### src/rtl/led_blink_array.sv
// rtl/led_blink_array.sv - array of independently configurable LED blink channels
//
// Each channel runs one of four modes: OFF, ON, BLINK (square wave with a
// programmable half period) or ONESHOT (single high pulse of half+1 cycles,
// then back to OFF with a one-cycle done pulse).
//
// Optional feature macro: LED_BLINK_SYNC_EN
//   defined   -> adds input sync; a high sync phase-aligns every BLINK channel
//   undefined -> no sync port and no alignment logic
//
// Ports:
//   clk        in   clock, rising edge
//   rst_n      in   asynchronous active-low reset
//   cfg_valid  in   configuration write request
//   cfg_ready  out  high whenever out of reset
//   cfg_ch     in   target channel index (4 bits)
//   cfg_mode   in   0=OFF 1=ON 2=BLINK 3=ONESHOT
//   cfg_half   in   half-period value
//   cfg_err    out  one-cycle pulse after a write to a nonexistent channel
//   light      out  registered LED outputs, bit i = channel i
//   done       out  one-cycle pulse per channel at ONESHOT completion
//   sync       in   (LED_BLINK_SYNC_EN only) phase-align BLINK channels
module led_blink_array #(
    parameter int NUM_CH       = 4,
    parameter int CNT_W        = 16,
    parameter int DEFAULT_HALF = 10
) (
    input  logic              clk,
    input  logic              rst_n,
    input  logic              cfg_valid,
    output logic              cfg_ready,
    input  logic [3:0]        cfg_ch,
    input  logic [1:0]        cfg_mode,
    input  logic [CNT_W-1:0]  cfg_half,
    output logic              cfg_err,
`ifdef LED_BLINK_SYNC_EN
    input  logic              sync,
`endif
    output logic [NUM_CH-1:0] light,
    output logic [NUM_CH-1:0] done
);

    localparam logic [1:0] MODE_OFF     = 2'd0;
    localparam logic [1:0] MODE_ON      = 2'd1;
    localparam logic [1:0] MODE_BLINK   = 2'd2;
    localparam logic [1:0] MODE_ONESHOT = 2'd3;

    // Five bits so that NUM_CH = 16 compares correctly against a 4-bit index.
    localparam logic [4:0] NUM_CH_W = 5'(NUM_CH);

    // Per-channel state
    logic [1:0]       mode_q [NUM_CH];
    logic [CNT_W-1:0] half_q [NUM_CH];
    logic [CNT_W-1:0] cnt_q  [NUM_CH];
    logic [NUM_CH-1:0] light_q;
    logic [NUM_CH-1:0] done_q;
    logic              err_q;

    logic [1:0]       mode_d [NUM_CH];
    logic [CNT_W-1:0] half_d [NUM_CH];
    logic [CNT_W-1:0] cnt_d  [NUM_CH];
    logic [NUM_CH-1:0] light_d;
    logic [NUM_CH-1:0] done_d;
    logic              err_d;

    logic sync_hit;

`ifdef LED_BLINK_SYNC_EN
    assign sync_hit = sync;
`else
    assign sync_hit = 1'b0;
`endif

    // Configuration is always accepted while the block is out of reset.
    assign cfg_ready = rst_n;

    // State register
    always_ff @(posedge clk or negedge rst_n) begin
        if (!rst_n) begin
            for (int i = 0; i < NUM_CH; i++) begin
                mode_q[i] <= MODE_BLINK;
                half_q[i] <= CNT_W'(DEFAULT_HALF);
                cnt_q[i]  <= '0;
            end
            light_q <= '0;
            done_q  <= '0;
            err_q   <= 1'b0;
        end else begin
            for (int i = 0; i < NUM_CH; i++) begin
                mode_q[i] <= mode_d[i];
                half_q[i] <= half_d[i];
                cnt_q[i]  <= cnt_d[i];
            end
            light_q <= light_d;
            done_q  <= done_d;
            err_q   <= err_d;
        end
    end

    // Next-state logic. Priority per channel: addressed write, then sync
    // alignment (BLINK only), then the mode's own behaviour. A write on the
    // terminal-count cycle therefore suppresses the toggle / done pulse.
    always_comb begin
        err_d   = cfg_valid && ({1'b0, cfg_ch} >= NUM_CH_W);
        light_d = light_q;
        done_d  = '0;
        for (int i = 0; i < NUM_CH; i++) begin
            mode_d[i] = mode_q[i];
            half_d[i] = half_q[i];
            cnt_d[i]  = cnt_q[i];

            if (cfg_valid && (cfg_ch == 4'(i))) begin
                mode_d[i]  = cfg_mode;
                half_d[i]  = cfg_half;
                cnt_d[i]   = '0;
                light_d[i] = (cfg_mode == MODE_ON) || (cfg_mode == MODE_ONESHOT);
            end else if (sync_hit && (mode_q[i] == MODE_BLINK)) begin
                cnt_d[i]   = '0;
                light_d[i] = 1'b0;
            end else begin
                case (mode_q[i])
                    MODE_OFF: begin
                        cnt_d[i]   = '0;
                        light_d[i] = 1'b0;
                    end
                    MODE_ON: begin
                        cnt_d[i]   = '0;
                        light_d[i] = 1'b1;
                    end
                    MODE_BLINK: begin
                        // >= keeps the counter bounded by half even if it
                        // were ever found above it.
                        if (cnt_q[i] >= half_q[i]) begin
                            cnt_d[i]   = '0;
                            light_d[i] = ~light_q[i];
                        end else begin
                            cnt_d[i] = cnt_q[i] + 1'b1;
                        end
                    end
                    default: begin
                        if (cnt_q[i] >= half_q[i]) begin
                            cnt_d[i]   = '0;
                            light_d[i] = 1'b0;
                            mode_d[i]  = MODE_OFF;
                            done_d[i]  = 1'b1;
                        end else begin
                            cnt_d[i]   = cnt_q[i] + 1'b1;
                            light_d[i] = 1'b1;
                        end
                    end
                endcase
            end
        end
    end

    // Outputs come straight from registers.
    always_comb begin
        light   = light_q;
        done    = done_q;
        cfg_err = err_q;
    end

endmodule

### config.mk
export PLATFORM = sky130hd
export DESIGN_NAME = led_blink_array
export DESIGN_NICKNAME = d
export VERILOG_FILES = /design/src/rtl/led_blink_array.sv
export SDC_FILE = /design/constraint.sdc
export NUM_CORES = 1
export LEC_CHECK = 0
export BUFFER_PORTS_ARGS = -buffer_cell sky130_fd_sc_hd__buf_2
export CORE_ASPECT_RATIO = 1.75
export CORE_MARGIN = 3
export CORE_UTILIZATION = 67
export CTS_CLUSTER_DIAMETER = 200
export DETAILED_ROUTE_END_ITERATION = 8
export PLACE_DENSITY = 0.89
export SYNTH_ARGS = -nofsm -noshare
export SYNTH_HDL_FRONTEND = slang
export SYNTH_SLANG_ARGS = --single-unit
### constraint.sdc
create_clock -name clk -period 6.6 [get_ports clk]
set_clock_uncertainty 0.05 [all_clocks]
set_input_delay 0.99 -clock clk [delete_from_list [all_inputs] [get_ports clk]]
set_output_delay 0.99 -clock clk [all_outputs]
set_load 0.02 [all_outputs]
==> impl_metrics.ini, run 1 <==
[timing]
fin_ws_ns = 3.713
worst_pin_slew_ns = 0.9105
fin_crit_sh = 0.4374
finalMaxSlewViolations = 0
fin_setup_tns_ns = 0
final.min_clock_period_ns = 2.887
whs_ns = 0.4552
rsz0062_at_grt = no
relSlewSlack = 0.3915
finalHoldViolCount = 0
clock.fmax_mhz = 346.4
finalSetupViolations = 0

[critical_path]
r2r_end = cnt_q[57]$_DFF_PN0_
crit_type = primary input to output port
critPathBufInv = 2
arrival_ns = 1.85
r2r_start = half_q[51]$_DFFE_PN1P_
path_max_fanout = 81
required_ns = 5.56
worst_r2r_path_depth = 8
r2r_slack_ns = 4.08
cp.depth = 2
slowest_stage = buf_6
cp-end-kind = output port
cp_top_family = buffers and inverters
cp-start-kind = primary input
crit_chain = buf_6 -> buf_2
slowest_delay_ns = 0.54

[floorplan]
fp.coreArea_um2 = 10820
die_w_um = 86.17
dieArea_um2 = 12610
start_util = 0.6963
row_count = 50
ioPinCount = 35
die_h_um = 146.3

[global_routing]
grt.total_usage = 0.2990
grt_pass1_wl_mm = 29.15
grt-ovfl-total = 0
grt_max_degree = 82
antenna_found_initial = 0
first_global_vias = 6009

[min_path]
min_to = half_q[18]$_DFFE_PN0P_
hold_class = register to register
hold_depth = 1
min_from = half_q[18]$_DFFE_PN0P_

[cells_and_area]
layout.nets = 909
drive_gt1_frac = 0.1351
finalInstanceArea_um2 = 8412
multi_input_area_um2 = 3510
nFillCells = 640
syn2layout_area_growth_pct = 11.62
num_antenna_cells = 0
seqCellArea_um2 = 3643

[drt]
drt_iter0_markers = 535
vias_per_cell = 6.093
routedWlPerCell_um = 18.67
drc = 0
highest_layer = met4
vias = 5843
dr_wl_met2_mm = 9.685
wl_met1_mm = 6.434
wl_met3_um = 958
detail_route.first_pass.iterations = 9
drt_wl_total_mm = 17.91
ant_nets = 0

[cts]
post_cts_resized = 0
clock_sinks = 145
cts_tree = yes
clkTransAtPathRegs_ns = 0.06
clk_latency_ns = 0.42
ctsHtreeMaxLevel = 4
cts_inserted_buffers = 17
cts_root_buf = clkbuf_16
post_cts_buffers = 0
cts_buffer_depth = 2
postCtsHoldBufs = 0

[yosys]
syn-cell-area_um2 = 7536
yosysUniqueCellTypes = 53
syn_inst = 779
synth_top_area_frac = 0.4416
post_synth_most_frequent_cells = dfrtp_1 (133), nand2_1 (94), nor2_1 (91)
ys_seq_area_frac = 0.4835
synth_area_leaders = dfrtp_1 (44%), ha_1 (11%), nand2_1 (4.7%), nor2_1 (4.5%), xor2_1 (4.4%)
ys_ff_latch = 145
synthesis.nets = 872
yosysWarnings = 0
synth_edf_count = 0
async_flop_share = 1.000
yosysMostFrequentCell = dfrtp_1
ys.flop_type = dfrtp_1
yosys.area.top_type = dfrtp_1
syn-mean-instance-area_um2 = 9.674

[power_and_ir_drop]
power_density_nw_per_um2 = 296.8
p_leak_nw = 4.015
peakVddDrop_mv = 0.2446

[placed_design]
post-place-ws_ns = 3.456
gp_congestion = 0.8330
hpwl_mm = 12.17
placed_cell_area_um2 = 7800
io_buffers = 34

[status]
status = completed

[flow_run]
maxCapViolCount = 0
stage by stage:
| step | instances | util | power, mW |
|---|---|---|---|
| floorplan | 779 | - | 1.367 |
| global placement | 927 | 0.7207 | 1.458 |
| detailed placement | 927 | 0.7207 | 1.504 |
| CTS | 959 | 0.7772 | 2.497 |
| global route | 959 | 0.7772 | 2.602 |
| finish | 959 | 0.7772 | 2.496 |
area by class of cell:
| type | instances | share of cell area |
|---|---|---|
| Sequential cell | 145 | 0.4331 |
| Multi-Input combinational cell | 540 | 0.4172 |
| Clock buffer | 19 | 0.05384 |
| Inverter | 74 | 0.03302 |
| Timing Repair Buffer | 38 | 0.02454 |
| Tap cell | 130 | 0.01934 |
| Clock inverter | 13 | 0.01889 |
metal layers:
layer | global-route usage | up-vias
met5 | 0 | -
met4 | 0.1427 | 0
met3 | 0.06550 | 79
met2 | 0.5243 | 220
met1 | 0.3382 | 2861
li1 | - | 2683
kinds of logic (layout without fill, tap and decap cells):
family          after synthesis  in the layout  synth area share
mux                          21             21           0.03121
flops                       145            145            0.4835
fa+ha+maj                    68             68            0.1129
simple gates                279            279            0.1689
compound gates              116            116           0.08766
xor+xnor                     56             56           0.06508
buf+inv                      94            144           0.05081
layout by cell type (no fill, tap or decap), types with 3 or more instances in the layout:
master	n
nand2_1	94
o21ai_1	6
nand3_1	27
xnor2_1	18
xor2_1	38
buf_4	4
a21oi_1	30
clkinv_2	4
clkinvlp_4	3
o21ai_0	56
clkbuf_16	17
nand4_1	16
nand2b_1	3
mux2_2	20
dfstp_2	12
nor2_1	91
bufinv_16	3
or2_2	3
inv_1	74
buf_2	33
ha_1	68
nor2b_1	8
o21a_1	4
dfrtp_1	133
nor3_1	7
and4_1	6
and3_1	13
sequential cells by signal, summed over array words and instances (netlist names):
name     cells
cnt_q       64
half_q      64
mode_q       8
done         4
light        4
cfg_err      1
worst max-delay path by stage:
stage | start | slack (ns) | to
2_1_floorplan | cfg_ch[2] | 4.30 | light[2]$_DFFE_PN0P_
3_3_place_gp | cfg_ch[2] | 3.54 | light[2]$_DFFE_PN0P_
3_5_place_dp | cfg_ch[2] | 3.46 | light[2]$_DFFE_PN0P_
4_1_cts | rst_n | 3.69 | cfg_ready
5_1_grt | cfg_ch[2] | 3.57 | light[2]$_DFFE_PN0P_
6_report | rst_n | 3.71 | cfg_ready
where the power goes:
part | leakage [nW] | internal (mW) | switching (mW)
sequential | 1.85 | 1.02 | 0.0740
combinational | 1.87 | 0.156 | 0.259
clock | 0.295 | 0.613 | 0.374
No activity file was read; power rests on OpenSTA's default activity.
==> run 2: changes to the inputs <==
--- a/config.mk
+++ b/config.mk
@@ -5,13 +5,14 @@
 export SDC_FILE = /design/constraint.sdc
 export NUM_CORES = 1
 export LEC_CHECK = 0
+export ABC_AREA = 1
 export BUFFER_PORTS_ARGS = -buffer_cell sky130_fd_sc_hd__buf_2
 export CORE_ASPECT_RATIO = 1.75
 export CORE_MARGIN = 3
-export CORE_UTILIZATION = 67
+export CORE_UTILIZATION = 56
 export CTS_CLUSTER_DIAMETER = 200
 export DETAILED_ROUTE_END_ITERATION = 8
-export PLACE_DENSITY = 0.89
+export PLACE_DENSITY = 0.79
 export SYNTH_ARGS = -nofsm -noshare
 export SYNTH_HDL_FRONTEND = slang
 export SYNTH_SLANG_ARGS = --single-unit
==> constraint.sdc (replaced) <==
create_clock -name clk -period 2.38 [get_ports clk]
set_clock_uncertainty 0.05 [all_clocks]
set_input_delay 0.357 -clock clk [delete_from_list [all_inputs] [get_ports clk]]
set_output_delay 0.357 -clock clk [all_outputs]
set_load 0.02 [all_outputs]
==> run 2 against run 1 <==
  * Sequential cell count unchanged
  * Synthesized cell count up 25%
  * Register-to-register slack lost 3.7 ns
  * Clock power rose to 2.9 times the previous value
  * Synthesized area is 6.0% higher
  * Core utilization fell by 13 points
  * Critical path type is now register to register
  * Critical endpoint is now cnt_q[56]$_DFF_PN0_
  * Largest cell class unchanged
==> impl_metrics.ini, run 2 <==
[yosys]
synth_edf_count = 0
synth_top_area_frac = 0.4166
post_synth_most_frequent_cells = nand2_1 (214), inv_1 (178), dfrtp_1 (133)
synthesis.nets = 1064
syn-mean-instance-area_um2 = 8.228
yosysMostFrequentCell = nand2_1
synth_area_leaders = dfrtp_1 (42%), ha_1 (11%), nand2_1 (10%), inv_1 (8.4%), o21ai_0 (4.9%)
ys_seq_area_frac = 0.4561
syn_inst = 971
ys_ff_latch = 145
yosys.area.top_type = dfrtp_1
syn-cell-area_um2 = 7989
ys.flop_type = dfrtp_1
yosysWarnings = 0
yosysUniqueCellTypes = 32
async_flop_share = 1.000

[critical_path]
slowest_delay_ns = 0.52
path_max_fanout = 16
cpMostUsedCell = nand2_1
slowest_stage = dfstp_2
cp-start-kind = register
cp-end-kind = register
required_ns = 2.67
arrival_ns = 2.34
crit_type = register to register
crit_chain = inv_1 -> ha_1 -> a21oi_1 -> nand2_1 -> nand2_1 -> nand2_1 -> nand2_1 -> nand2_1 -> nor2_1 -> nand2_2 -> nor3_1

[floorplan]
die_h_um = 164.0
dieArea_um2 = 15790
ioPinCount = 35
row_count = 57
fp.coreArea_um2 = 13910
start_util = 0.5744
die_w_um = 96.29

[timing]
fin_crit_sh = 0.8602
rsz0062_at_grt = no
worst_pin_slew_ns = 0.5901
finalMaxSlewViolations = 0
relSlewSlack = 0.6066
clock.fmax_mhz = 488.5
final.min_clock_period_ns = 2.047
fin_setup_tns_ns = 0
finalSetupViolations = 0
whs_ns = 0.1036
finalHoldViolCount = 0

[cts]
clk_latency_ns = 0.43
cts_tree = yes
cts_buffer_depth = 2
post_cts_buffers = 0
cts_inserted_buffers = 17
cts_root_buf = clkbuf_16
clock_sinks = 145
ctsHtreeMaxLevel = 4
clkTransAtPathRegs_ns = 0.06

[status]
status = completed

[cells_and_area]
largestRegisters = cnt_q x64, half_q x64, mode_q x8
final_common_cell = nand2_1
seqCellArea_um2 = 3643
layout.nets = 1108
syn2layout_area_growth_pct = 13.08
finalInstanceArea_um2 = 9034
final_cell_mix = nand2_1 (212), inv_1 (178), dfrtp_1 (133), nor2_1 (102), o21ai_0 (79)
multi_input_area_um2 = 3591
final_cells = 1205
num_antenna_cells = 0
nFillCells = 1146
drive_gt1_frac = 0.1167

[global_routing]
first_global_vias = 6442
grt_max_degree = 77
grt_pass1_wl_mm = 30.33
grt-ovfl-total = 0
antenna_found_initial = 0
grt.total_usage = 0.2521

[placed_design]
io_buffers = 34
placed_cells = 1172
gp_congestion = 0.8469
placed_cell_area_um2 = 8379
hpwl_mm = 12.89

[drt]
routedWlPerCell_um = 14.67
vias = 6220
drt_wl_total_mm = 17.68
vias_per_cell = 5.162
drc = 0
detail_route.first_pass.iterations = 8
drt_iter0_markers = 294
ant_nets = 0

[power_and_ir_drop]
power_density_nw_per_um2 = 800.1
peakVddDrop_mv = 0.7254
p_leak_nw = 4.690

[min_path]
hold_class = primary input to register

[flow_run]
maxCapViolCount = 0
-- run 2: cell types whose count changed in the layout (fill, tap and decap cells not counted), moves of 7 or more --
cell / before / now
and3_1: 13 / 1
inv_1: 74 / 178
mux2_2: 20 / 0
nand2_1: 94 / 212
nand3_1: 27 / 20
nor2_1: 91 / 102
nor2_2: 1 / 9
nor2b_1: 8 / 0
nor3_1: 7 / 16
o21ai_0: 56 / 79
xnor2_1: 18 / 11
xor2_1: 38 / 27
-- run 2: logic make-up (layout without fill, tap and decap cells) --
family / Yosys count / count (layout) / synth area share
adder cells (fa/ha/maj): 68 / 68 / 0.1065
XOR/XNOR: 38 / 38 / 0.04166
AO/OA/AOI/OAI: 125 / 125 / 0.08066
buffers and inverters: 199 / 256 / 0.09507
AND/OR/NAND/NOR: 396 / 396 / 0.2200
flip-flops: 145 / 145 / 0.4561
-- run 2: final cells by class --
class	count	share of cell area
clock buffers	21	0.05097
clock inverters	11	0.01981
inverters	181	0.07521
multi-input cells	627	0.3975
flip-flops and latches	145	0.4033
well taps	177	0.02452
repair buffers	43	0.02867
-- run 2: power breakdown --
part	internal, mW	switching, mW	leakage (nW)
Combinational	0.472	0.856	2.50
Clock	1.82	1.07	0.304
Sequential	2.83	0.188	1.88
-- run 2: worst paths after layout --
kind | start | to | slack [ns] | depth (start not counted)
setup / recovery | half_q[51]$_DFFE_PN1P_ | cnt_q[56]$_DFF_PN0_ | 0.33 | 11
hold / removal | cfg_half[9] | half_q[41]$_DFFE_PN0P_ | 0.10 | 3
setup reg to reg | half_q[51]$_DFFE_PN1P_ | cnt_q[56]$_DFF_PN0_ | 0.33 | 11
hold reg to reg | cnt_q[0]$_DFF_PN0_ | cnt_q[0]$_DFF_PN0_ | 0.41 | 1
max in group asynchronous | rst_n | cnt_q[34]$_DFF_PN0_ | 1.09 | 3
min in group asynchronous | rst_n | cnt_q[24]$_DFF_PN0_ | 0.30 | 2
-- run 2: timing repair --
item	in CTS	in global routing
setup endpoints to repair	0	4
gates resized for setup	0	2
hold buffers	1	0
hold endpoints to repair	24	0
-- run 2: stage by stage --
stage	util	total power, mW	worst slack [ns]
global placement	0.6025	4.297	0.3052
CTS	0.6492	7.266	0.1902
finish	0.6496	7.227	0.3327
global route	0.6496	7.615	0.1122
detailed placement	0.6025	4.360	0.1968
floorplan	-	3.940	0.5256
-- run 2: worst max-delay path: cells and delay by family (launching register included) --
family / cells / cell delay (ns)
simple gates: 8 / 0.82
flops: 1 / 0.52
compound gates: 1 / 0.21
buf+inv: 1 / 0.04
fa+ha+maj: 1 / 0.32
-- run 2: routing by layer --
metal,global-route usage,vias up,wire [µm],share of wire
met3,0.04858,37,619,0.035
met4,0.1054,0,532,0.030
li1,-,3126,-,-
met1,0.2806,2938,6662,0.38
met5,0,-,0,0
met2,0.4574,119,9867,0.56
